**src/rtl/zion_basic_circuit_lib_vld_rdy_reg_slice_if.sv**
```systemverilog
// Valid/ready bus for the register slice. Signal names follow the slice's
// port naming: i* are driven into the slice, o* are driven by the slice.
// The master modport is the environment side and the slice uses the slave modport.
interface zion_basic_circuit_lib_vld_rdy_reg_slice_if #(
    parameter int WIDTH = 8
);
    logic             iVld;
    logic             oRdy;
    logic [WIDTH-1:0] iDat;
    logic             oVld;
    logic             iRdy;
    logic [WIDTH-1:0] oDat;

    modport master (
        output iVld, iDat, iRdy,
        input  oRdy, oVld, oDat
    );

    modport slave (
        input  iVld, iDat, iRdy,
        output oRdy, oVld, oDat
    );
endinterface

```
**src/rtl/zion_basic_circuit_lib_vld_rdy_reg_slice.sv**
```systemverilog
// Two-entry valid/ready register slice (main + skid register).
// Full throughput, registered oRdy and one cycle of latency. It cuts the
// combinational valid and ready paths between two pipeline stages.
// Optional feature: define ZION_REGSLICE_STALL_CNT_EN to add oStallCnt, a
// saturating 16-bit count of cycles with oVld & !iRdy.
module zion_basic_circuit_lib_vld_rdy_reg_slice #(
    parameter int               WIDTH    = 8,
    parameter logic [WIDTH-1:0] INI_DATA = '0
) (
    input  logic clk,
    input  logic rst,
    input  logic iClr,
    zion_basic_circuit_lib_vld_rdy_reg_slice_if.slave bus
`ifdef ZION_REGSLICE_STALL_CNT_EN
    ,
    output logic [15:0] oStallCnt
`endif
);

    localparam logic [1:0] ST_EMPTY = 2'd0;
    localparam logic [1:0] ST_ONE   = 2'd1;
    localparam logic [1:0] ST_FULL  = 2'd2;

    logic [1:0]       state_q, state_d;
    logic [WIDTH-1:0] main_q, main_d;
    logic [WIDTH-1:0] skid_q, skid_d;
    logic             rdy_q, rdy_d;
    logic             acc, pop;
    logic             vld;

    assign vld      = (state_q == ST_ONE) || (state_q == ST_FULL);
    assign acc      = bus.iVld & rdy_q;
    assign pop      = vld & bus.iRdy;
    assign bus.oVld = vld;
    assign bus.oRdy = rdy_q;
    assign bus.oDat = main_q;

    // Next-state logic: the main register always holds the head word and the
    // skid register catches the word that arrives while the head is stalled.
    always_comb begin
        state_d = state_q;
        main_d  = main_q;
        skid_d  = skid_q;
        case (state_q)
            ST_EMPTY: begin
                if (acc) begin
                    main_d  = bus.iDat;
                    state_d = ST_ONE;
                end
            end
            ST_ONE: begin
                if (acc && pop) begin
                    main_d = bus.iDat;
                end else if (acc) begin
                    skid_d  = bus.iDat;
                    state_d = ST_FULL;
                end else if (pop) begin
                    state_d = ST_EMPTY;
                end
            end
            ST_FULL: begin
                // oRdy is low here, so nothing can be accepted.
                if (pop) begin
                    main_d  = skid_q;
                    state_d = ST_ONE;
                end
            end
            default: begin
                state_d = ST_EMPTY;
            end
        endcase
        // Flush drops everything, including a word offered in this cycle.
        if (iClr) begin
            state_d = ST_EMPTY;
            main_d  = INI_DATA;
            skid_d  = INI_DATA;
        end
        rdy_d = iClr ? 1'b1 : (state_d != ST_FULL);
    end

    // State and data registers. rdy_q stays low during reset and rises on the first edge after reset is released.
    always_ff @(posedge clk or posedge rst) begin
        if (rst) begin
            state_q <= ST_EMPTY;
            main_q  <= INI_DATA;
            skid_q  <= INI_DATA;
            rdy_q   <= 1'b0;
        end else begin
            state_q <= state_d;
            main_q  <= main_d;
            skid_q  <= skid_d;
            rdy_q   <= rdy_d;
        end
    end

`ifdef ZION_REGSLICE_STALL_CNT_EN
    logic [15:0] stall_cnt_q, stall_cnt_d;

    assign oStallCnt = stall_cnt_q;

    // Count the cycles where a word is waiting on downstream, saturating at all-ones.
    always_comb begin
        stall_cnt_d = stall_cnt_q;
        if (iClr) begin
            stall_cnt_d = 16'd0;
        end else if (vld && !bus.iRdy && (stall_cnt_q != 16'hFFFF)) begin
            stall_cnt_d = stall_cnt_q + 16'd1;
        end
    end

    // Stall counter register.
    always_ff @(posedge clk or posedge rst) begin
        if (rst) begin
            stall_cnt_q <= 16'd0;
        end else begin
            stall_cnt_q <= stall_cnt_d;
        end
    end
`endif

endmodule
```
**src/flat_wrapper.sv**
```systemverilog
// flat-port wrapper written by rule: the top's interface ports become plain ports
module zion_basic_circuit_lib_vld_rdy_reg_slice_flat 
#(
    parameter int               WIDTH    = 8,
    parameter logic [WIDTH-1:0] INI_DATA = '0
)
  (clk, rst, iClr, bus_iVld, bus_iDat, bus_iRdy, bus_oRdy, bus_oVld, bus_oDat);
  zion_basic_circuit_lib_vld_rdy_reg_slice_if #(.WIDTH(WIDTH)) bus_i ();
  input  logic clk;
  input  logic rst;
  input  logic iClr;
  input wire logic [$bits(bus_i.iVld)-1:0] bus_iVld;
  input wire logic [$bits(bus_i.iDat)-1:0] bus_iDat;
  input wire logic [$bits(bus_i.iRdy)-1:0] bus_iRdy;
  output wire logic [$bits(bus_i.oRdy)-1:0] bus_oRdy;
  output wire logic [$bits(bus_i.oVld)-1:0] bus_oVld;
  output wire logic [$bits(bus_i.oDat)-1:0] bus_oDat;
  assign bus_i.iVld = bus_iVld;
  assign bus_i.iDat = bus_iDat;
  assign bus_i.iRdy = bus_iRdy;
  assign bus_oRdy = bus_i.oRdy;
  assign bus_oVld = bus_i.oVld;
  assign bus_oDat = bus_i.oDat;
  zion_basic_circuit_lib_vld_rdy_reg_slice #(.WIDTH(WIDTH), .INI_DATA(INI_DATA)) u_core (.clk(clk), .rst(rst), .iClr(iClr), .bus(bus_i));
endmodule
```
**config.mk**
```make
export PLATFORM = sky130hd
export DESIGN_NAME = zion_basic_circuit_lib_vld_rdy_reg_slice_flat
export DESIGN_NICKNAME = d
export VERILOG_FILES = /design/src/rtl/zion_basic_circuit_lib_vld_rdy_reg_slice_if.sv /design/src/rtl/zion_basic_circuit_lib_vld_rdy_reg_slice.sv /design/src/flat_wrapper.sv
export SDC_FILE = /design/constraint.sdc
export NUM_CORES = 1
export LEC_CHECK = 0
export BUFFER_PORTS_ARGS = -buffer_cell sky130_fd_sc_hd__buf_2
export CAP_MARGIN = 10
export CORE_UTILIZATION = 47
export DETAILED_ROUTE_END_ITERATION = 12
export PLACE_DENSITY = 0.75
export SLEW_MARGIN = 10
export SYNTH_ARGS = -nofsm -noshare
export SYNTH_HDL_FRONTEND = slang
export SYNTH_SLANG_ARGS = --single-unit
```
**constraint.sdc**
```tcl
create_clock -name clk -period 1.6 [get_ports clk]
set_input_delay 0.32 -clock clk [delete_from_list [all_inputs] [get_ports clk]]
set_output_delay 0.32 -clock clk [all_outputs]
set_load 0.01 [all_outputs]
```
Yosys cells after proc, flatten, opt, wreduce, memory -nomap -nowiden. Cells that the tools add are included. Widths: inputs -> output; s select.

Bits in registers: 19. Input bits: 13. Memories kept: 0. Bits in writable memories: 0. Latch bits: 0. Logic and storage cells: 37. Output and inout bits: 10. Memory bits (read-only): 0.

Divide/modulo/power cells: 0. Multiply operators: 0. Order comparisons: 0. Reductions and logical operators: 8. Shift-type cells: 0. Eq/ne operators: 7. $add $sub $neg: 0. Muxes and demuxes: 16. Bitwise logic cells: 2.

Operators by type and width (count): $mux 8 (7); $pmux 8 s3 (1); $mux 2 (6); $ne 3x2->1 const B (2); $pmux 2 s3 (1); $ne 2x2->1 const B (2); $reduce_and 4->1 (1); $reduce_bool 2->1 (2); $reduce_bool 4->1 (1); $ne 3x3->1 const B (1); $reduce_and 3->1 (1); $and 1x1->1 (2); $eq 2x1->1 const B (1); $eq 2x2->1 const B (1); $logic_not 2->1 (1); $logic_and 1x1->1 (1); $logic_or 1x1->1 (1); $mux 1 (1).

Longest topological paths before layout. Gate-level depths: netlist of the first run.

Depth after elaboration: 10. Mapped depth: 7. Mapped depth without buffers: 6.

Worst setup path before layout of the first run. Ideal clock, no wire load.

Kind: flip-flop to flip-flop. Start: register u_core.state_q[0]. End: register u_core.main_q[0] (netlist: u_core.bus.oDat[0]). Period minus slack after synthesis: 1710 ps. Library setup time: 136 ps. Stages on the path, launching flop included: 7. Arrival: 1574 ps. Path slack: -110 ps. Buffers on the path: 0. Data required time: 1464 ps. Path through: dfrtp_1 > inv_1 > ha_1 > nand2b_1 > a211o_1 > a221oi_1 > nor3_1.

Cells in the longest elaborated chain, start to end: 6. Elaborated cells between the ends (all ways): 13. Those cells by class: eq/ne (5); mux (2); bitwise (1); reduce/logical (5).

Ends and longest elaborated chain: from (decl) (line zion_basic_circuit_lib_vld_rdy_reg_slice.sv:24) `logic [1:0] state_q, state_d;`; from (signal assigned) (line zion_basic_circuit_lib_vld_rdy_reg_slice.sv:89) `state_q <= state_d;`; $eq 2x1->1 or $eq 2x2->1 (tied branches) (line zion_basic_circuit_lib_vld_rdy_reg_slice.sv:31) `assign vld = (state_q == ST_ONE) || (state_q == ST_FULL);`; $logic_or 1x1->1 * (line zion_basic_circuit_lib_vld_rdy_reg_slice.sv:31); via bus_oVld (line flat_wrapper.sv:16) `output wire logic [$bits(bus_i.oVld)-1:0] bus_oVld;`; $and 1x1->1 * (line zion_basic_circuit_lib_vld_rdy_reg_slice.sv:33) `assign pop = vld & bus.iRdy;`; $logic_and 1x1->1 (line zion_basic_circuit_lib_vld_rdy_reg_slice.sv:52) `if (acc && pop) begin`; $ne 3x3->1 (no line); $reduce_and 4->1 (no line) *; to (signal assigned) (line zion_basic_circuit_lib_vld_rdy_reg_slice.sv:90) `main_q <= main_d;`; to (decl) (line zion_basic_circuit_lib_vld_rdy_reg_slice.sv:25) `logic [WIDTH-1:0] main_q, main_d;`.

The timed path passes the listed nets; every way through them passes the cells marked *. A chain may end at the register's enable or synchronous reset.

Worst setup path in the final report of the first run.
Start: register u_core.state_q[0]. End: register u_core.main_q[4] (netlist: u_core.bus.oDat[4]).

Cells in the longest elaborated chain, start to end: 6. Elaborated cells between the ends (all ways): 13. Those cells by class: eq/ne (5); mux (2); bitwise (1); reduce/logical (5).

Ends and longest elaborated chain (line): $eq 2x1->1 or $eq 2x2->1 (tied branches) (zion_basic_circuit_lib_vld_rdy_reg_slice.sv:31, zion_basic_circuit_lib_vld_rdy_reg_slice.sv:44); $logic_or 1x1->1 (zion_basic_circuit_lib_vld_rdy_reg_slice.sv:31); $and 1x1->1 (zion_basic_circuit_lib_vld_rdy_reg_slice.sv:33); $logic_and 1x1->1 (zion_basic_circuit_lib_vld_rdy_reg_slice.sv:52); $ne 3x3->1 (no line); $reduce_and 4->1 (no line).

Several ways; a longest one is shown, not always the timed one.

==> summary.md, run 1 <==
| Metric | Value |
|---|---|
| Syn avg cell area | `10.0 um^2` |
| Final HPWL DP | `1.75 mm` |
| Via/cell ratio | `5.52` |
| Port-buffer cells | `22` |
| #FFs+latches synth | `19` |
| Net Sw Frac | `36.3%` |
| Final min period | `1680 ps` |
| CTS clock-pin slew for the worst setup and hold paths | `120 ps` |
| Cell family with most CP delay | `compound AO/OA/AOI/OAI gates` |
| Reg power frac | `40.8%` |
| Final Cycle Share | `105%` |
| WL/cell | `15.2 um` |
| Met3 usage | `4.05%` |
| Cell count after synthesis | `103` |
| Gpl congestion | `0.895` |
| Most frequent cells in the layout | `buf_2 (22), dfrtp_1 (18), nor3_1 (16)` |
| Final setup violation count | `9` |
| Synth Area in Compound Gates | `13.7%` |
| Leakage | `0.000685 uW` |
| P_int | `925 uW` |
| Yosys synthesis warning count | `0` |
| Drt drc | `0` |
| Post-Synth Adder-Cell Area | `5.83%` |
| Wirelength, routed | `2.46 mm` |
| All-Layer GR Usage | `22.0%` |
| Fin. max-slew vios | `0` |
| Nets | `153` |
| Initial antenna violation count | `0` |
| CORE AREA | `2000 um^2` |
| Buf/Inv on CP | `1` |
| Clock root buffer | `clkbuf_4` |
| Syn_nets | `120` |
| Max-cap viol count | `0` |
| WP data required | `1790 ps` |
| Worst Tran Pin Value | `285 ps` |
| R2R setup slack | `-80 ps` |
| Critical path type | `register to register` |
| Final Worst Setup Slack | `-75.8 ps` |
| Main combinational cell family by area after synthesis | `simple AND/OR/NAND/NOR gates` |
| Synth top area share | `46.1%` |
| Reg2reg path depth | `6` |
| Worst-Skew Late Latency | `300 ps` |
| Final hold viol count | `0` |
| Clock sink count | `19` |
| Clock Skew | `6.26 ps` |
| DR vias | `894` |
| CP max stage delay | `420 ps` |
| Arr. time, crit path | `1870 ps` |
| Clock Path Buffers | `2` |
| Switching power | `527 uW` |
| RSZ-0062 raised after global routing | `true` |
| Most Crowded Layer GR | `met2` |
| Cts hold-fix bufs | `0` |
| Mapped Area | `1030 um^2` |
| Gr ovfl total | `0` |
| Met2 Use GR | `34.3%` |
| Io pins | `23` |
| Post-route ant nets | `0` |
| Pwr per Cell Area | `1040 nW/um^2` |
| Share of cells above drive strength 1 | `45.2%` |
| Slowest CP cell | `dfrtp_2` |
| Yosys cell types | `25` |
| Share of the yosys chip area belonging to registers | `46.1%` |
| Final non-filler cell area | `1400 um^2` |
| Worst-path cell chain | `inv_2 -> ha_4 -> nand2b_4 -> a211o_4 -> a221oi_2 -> nor3_1` |
| Setup crit start kind | `register` |
| Post-DP Area | `1340 um^2` |
| Worst hold path class | `primary input to asynchronous set/reset pin` |
| Status | `complete, but fails checks` |
| Met1 global-route usage | `30.1%` |
| First-pass GRT wire length | `3.93 mm` |
| Num CTS Buffers | `3` |
| Achievable Freq | `0.597 GHz` |
| Vias in the first global route | `875` |
| CP max FO | `8` |
| Initial Utilization | `51.5%` |
| Post-synthesis xor/xnor area fraction | `0.850%` |
| Die width | `48.8 um` |
| Failing checks | `negative setup slack` |
| FF-to-FF End | `u_core.bus.oDat[4]$_DFFE_PP0P_` |
| Iter 0 DRT Violations | `23` |
| Commonest non-fill, non-tap cell in the layout | `buf_2` |
| Comb power frac | `41.9%` |
| Slew headroom | `80.9%` |
| Crit path capture type | `register` |
| Die Y-Extent | `48.8 um` |
| Max VDD drop | `665 uV` |
| Die area | `2380 um^2` |
| Diodes inserted | `0` |
| Area delta synth->final | `35.6%` |
| Core Rows | `16` |
| Synth area leaders | `dfrtp_1 (46%), nor3_1 (8.3%), mux2i_1 (7.8%), a221oi_1 (6.8%), ha_1 (4.9%)` |
| Synth area leader | `dfrtp_1` |
| Post-synthesis mux area share | `7.77%` |
| Drt pass-1 iters | `4` |
| RR Startpoint | `u_core.state_q[0]$_DFF_PP0_` |
| TNS Setup | `-396 ps` |
| Clock Power Share | `17.3%` |
| H-tree Lvls | `1` |
| Simple-gate portion of the synthesized area | `22.9%` |
| Pin count of the biggest net entering global routing | `20` |
| CTS tree | `yes` |
-- cells by family (layout without fill, tap and decap cells) --
kind of cell,after synthesis,after routing
AOI/OAI and AO/OA,17,17
xor gates and xnor gates,1,1
adders and majority gates,5,5
buffers and inverters,7,39
DFF,19,19
muxes,8,8
and+or+nand+nor,46,46
-- synth_stat cells --
cell type / count
nor3_1: 17
xnor2_1: 1
nor2b_1: 8
o22ai_1: 1
buf_2: 2
nand2b_1: 1
o21ai_0: 2
ha_1: 4
a21oi_2: 1
nand3_2: 2
o211a_1: 1
a211oi_2: 1
dfrtp_1: 19
a21o_1: 1
and2_1: 2
inv_1: 3
mux2i_1: 8
or2_1: 1
a22oi_1: 1
nand2_1: 6
a211o_1: 1
nor2_1: 9
maj3_1: 1
a221oi_1: 8
clkbuf_1: 2
-- final cells by class --
cell class                 count  area [um^2]
multi-input combinational     77          651
clock buffer                   3         22.5
timing repair buffer          32          198
tap                           27         33.8
clock inverter                 1         5.00
inverter                       3         11.3
sequential                    19          477
fill                         161          604
-- registers in the layout (all words and copies together) (netlist names) --
| signal | count |
|---|---|
| u_core.bus.oRdy | 1 |
| u_core.bus.oDat | 8 |
| u_core.skid_q | 8 |
| u_core.state_q | 2 |
-- repair_timing --
action / 4_1_cts / 5_1_grt
pin swaps: 1 / 2
endpoints found under the setup margin: 10 / 17
hold endpoints to repair: 0 / 0
setup buffers: 0 / 1
resized for setup: 2 / 5
-- power groups by stage --
stage                     logic [uW]  registers, uW  clock network [uW]
after floorplan                  372            622                   0
after global routing             655            599                 278
after detailed placement         577            602                   0
after global placement           567            597                   0
after CTS                        585            591                 258
final                            609            592                 251
-- through the flow --
| stage | util (%) | cells | power [uW] | hold slack (ps) | setup slack (ps) |
|---|---|---|---|---|---|
| 2_1_floorplan | - | 103 | 994 | 271 | 4.39 |
| 3_3_place_gp | 66.8 | 157 | 1160 | 348 | -10.9 |
| 3_5_place_dp | 66.8 | 157 | 1180 | 355 | -40.2 |
| 4_1_cts | 68.8 | 161 | 1440 | 11.3 | -55.2 |
| 5_1_grt | 69.8 | 162 | 1530 | 15.9 | -142 |
| 6_report | 69.8 | 162 | 1450 | 10.5 | -75.8 |
-- worst max path at each step --
| stage | slack (ps) | from | endpoint | depth (start not counted) |
|---|---|---|---|---|
| detailed placement | -40 | u_core.state_q[0]$_DFF_PP0_ | u_core.state_q[0]$_DFF_PP0_ | 7 |
| finish | -80 | u_core.state_q[0]$_DFF_PP0_ | u_core.bus.oDat[4]$_DFFE_PP0P_ | 6 |
| floorplan | 4 | u_core.state_q[0]$_DFF_PP0_ | u_core.bus.oDat[0]$_DFFE_PP0P_ | 6 |
| global placement | -10 | u_core.state_q[0]$_DFF_PP0_ | u_core.bus.oDat[1]$_DFFE_PP0P_ | 6 |
| global route | -140 | u_core.state_q[1]$_DFF_PP0_ | u_core.bus.oDat[4]$_DFFE_PP0P_ | 6 |
| CTS | -60 | u_core.state_q[0]$_DFF_PP0_ | u_core.bus.oDat[4]$_DFFE_PP0P_ | 6 |
-- worst min-delay path, delay by kind of cell --
family / cells / cell delay, ps
buf+inv: 3 / 380
-- layer usage --
layer	part of all wire (%)	wire [um]
met2	47	1150
met1	48	1180
met4	0	0
met3	4.8	119
met5	0	0
Note: power is estimated with default switching activity, not from simulation.
==> inputs of run 2 (changes only) <==
Settings changed: CORE_UTILIZATION 47 to 39, PLACE_DENSITY 0.75 to 0.64.
==> run 2 against run 1 <==
Power is 0.17% higher. Combinational power is 2% higher. Critical path type unchanged. The flow still finishes with violations (negative setup slack). First-iteration DRC count is 35% lower. Largest cell class unchanged. Clock skew is 3.1 ps lower. Final area is 1.7% higher. Hold slack worse by 3.5 ps. Non-clock buffer count is 2 higher. Via count is 0.34% higher. Die area is 20% higher. Maximum frequency is 2.0% lower. Largest power group unchanged.
==> summary.md, run 2 (synthesized netlist as in run 1, its figures left out) <==
| Metric | Value |
|---|---|
| Failing checks | `negative setup slack` |
| Commonest non-fill, non-tap cell in the layout | `buf_2` |
| Drt pass-1 iters | `4` |
| Nets | `155` |
| Max-cap viol count | `0` |
| Io pins | `23` |
| Worst-Skew Late Latency | `290 ps` |
| Gr ovfl total | `0` |
| Wirelength, routed | `2.48 mm` |
| Hold slack | `6.97 ps` |
| TNS Setup | `-528 ps` |
| Achievable Freq | `0.585 GHz` |
| Status | `complete, but fails checks` |
| Worst-path cell chain | `inv_2 -> ha_4 -> nand2b_4 -> a211o_4 -> a221oi_2 -> nor3_1` |
| DR vias | `897` |
| Fin. max-slew vios | `0` |
| Final Worst Setup Slack | `-109 ps` |
| WP data required | `1780 ps` |
| Clock sink count | `19` |
| Setup crit start kind | `register` |
| Worst Tran Pin Value | `257 ps` |
| Slowest CP cell | `dfrtp_2` |
| WL/cell | `14.8 um` |
| Worst hold path class | `primary input to asynchronous set/reset pin` |
| Fillers | `234` |
| CP max stage delay | `420 ps` |
| Slew headroom | `82.8%` |
| Drt drc | `0` |
| Final Cycle Share | `107%` |
| Final min period | `1710 ps` |
| Die width | `53.4 um` |
| Pwr per Cell Area | `1020 nW/um^2` |
| Area delta synth->final | `37.9%` |
| Initial Utilization | `41.6%` |
| Reg2reg path depth | `6` |
| Iter 0 DRT Violations | `15` |
| Die Y-Extent | `53.4 um` |
| RR Startpoint | `u_core.state_q[0]$_DFF_PP0_` |
| Max VDD drop | `730 uV` |
| First-pass GRT wire length | `3.97 mm` |
| CTS tree | `yes` |
| Core Rows | `18` |
| Final HPWL DP | `1.79 mm` |
| All-Layer GR Usage | `19.5%` |
| Placed insts | `162` |
| Port-buffer cells | `22` |
| Arr. time, crit path | `1890 ps` |
| Leakage | `0.000689 uW` |
| CTS clock-pin slew for the worst setup and hold paths | `110 ps` |
| Final hold viol count | `0` |
| Initial antenna violation count | `0` |
| R2R setup slack | `-110 ps` |
| Via/cell ratio | `5.37` |
| FF-to-FF End | `u_core.bus.oDat[1]$_DFFE_PP0P_` |
| Share of cells above drive strength 1 | `44.5%` |
| CORE AREA | `2480 um^2` |
| Cts hold-fix bufs | `0` |
| Critical path type | `register to register` |
| H-tree Lvls | `1` |
| Die area | `2850 um^2` |
| Clock Skew | `3.13 ps` |
| Clock root buffer | `clkbuf_4` |
| Post-route ant nets | `0` |
| Num CTS Buffers | `3` |
| RSZ-0062 raised after global routing | `true` |
| Pin count of the biggest net entering global routing | `18` |
| Final non-filler cell total | `167` |
| Vias in the first global route | `799` |
| CP max FO | `8` |
| Most frequent cells in the layout | `buf_2 (22), dfrtp_1 (18), nor3_1 (15)` |
| Clock Path Buffers | `2` |
| Crit path capture type | `register` |
| Gpl congestion | `0.885` |
| Final setup violation count | `8` |
| DP Worst Slack | `-42.9 ps` |
| Diodes inserted | `0` |
-- run 2: changes by cell type in the layout (fill, tap and decap cells not counted), sizes merged --
cell  change
buf       +2
-- run 2: worst max-delay path, delay by kind of cell, from the launching register on --
| family | cells | cell delay (ps) |
|---|---|---|
| compound gates | 2 | 680 |
| fa+ha+maj | 1 | 290 |
| buf+inv | 1 | 60 |
| flops | 1 | 420 |
| simple gates | 2 | 150 |
-- run 2: report_power, final --
part | total (uW) | internal (uW) | switching (uW)
sequential | 592 | 547 | 44.8
combinational | 619 | 291 | 328
clock | 245 | 92.8 | 152
-- run 2: how the worst max path moves through the flow --
stage                                            from                             end  slack [ps]  cells past startpoint
final                     u_core.state_q[0]$_DFF_PP0_  u_core.bus.oDat[1]$_DFFE_PP0P_        -110                      6
after floorplan           u_core.state_q[0]$_DFF_PP0_  u_core.bus.oDat[0]$_DFFE_PP0P_           4                      6
after CTS                 u_core.state_q[0]$_DFF_PP0_  u_core.bus.oDat[1]$_DFFE_PP0P_         -50                      6
after global placement    u_core.state_q[0]$_DFF_PP0_  u_core.bus.oDat[4]$_DFFE_PP0P_         -20                      6
after global routing      u_core.state_q[0]$_DFF_PP0_  u_core.bus.oDat[1]$_DFFE_PP0P_        -180                      6
after detailed placement  u_core.state_q[0]$_DFF_PP0_  u_core.bus.oDat[4]$_DFFE_PP0P_         -40                      6
-- run 2: stage by stage --
step / total power (uW) / cell area (um^2) / utilization, %
2_1_floorplan: 994 / 1130 / -
4_1_cts: 1440 / 1390 / 55.9
3_5_place_dp: 1180 / 1340 / 54.2
5_1_grt: 1560 / 1420 / 57.4
6_report: 1450 / 1420 / 57.4
3_3_place_gp: 1170 / 1340 / 54.2
-- run 2: per-layer routing --
metal	GRT usage, %	wire [um]
met5	0	0
met4	2.63	15
met3	3.74	125
met2	29.0	1070
met1	29.4	1270
-- run 2: timing repair --
action,4_1_cts,5_1_grt
setup buffers,1,0
pin swaps,2,5
gates resized for setup,1,6
endpoints found under the setup margin,15,18
cloned,0,0
-- run 2: final cells by class --
type / count / area [um^2] / area share, %
multi-input combinational: 77 / 668 / 47.0
sequential: 19 / 477 / 33.5
timing repair buffer: 34 / 200 / 14.1
tap: 30 / 37.5 / 2.64
clock buffer: 3 / 22.5 / 1.58
inverter: 3 / 11.3 / 0.792
clock inverter: 1 / 5.00 / 0.352
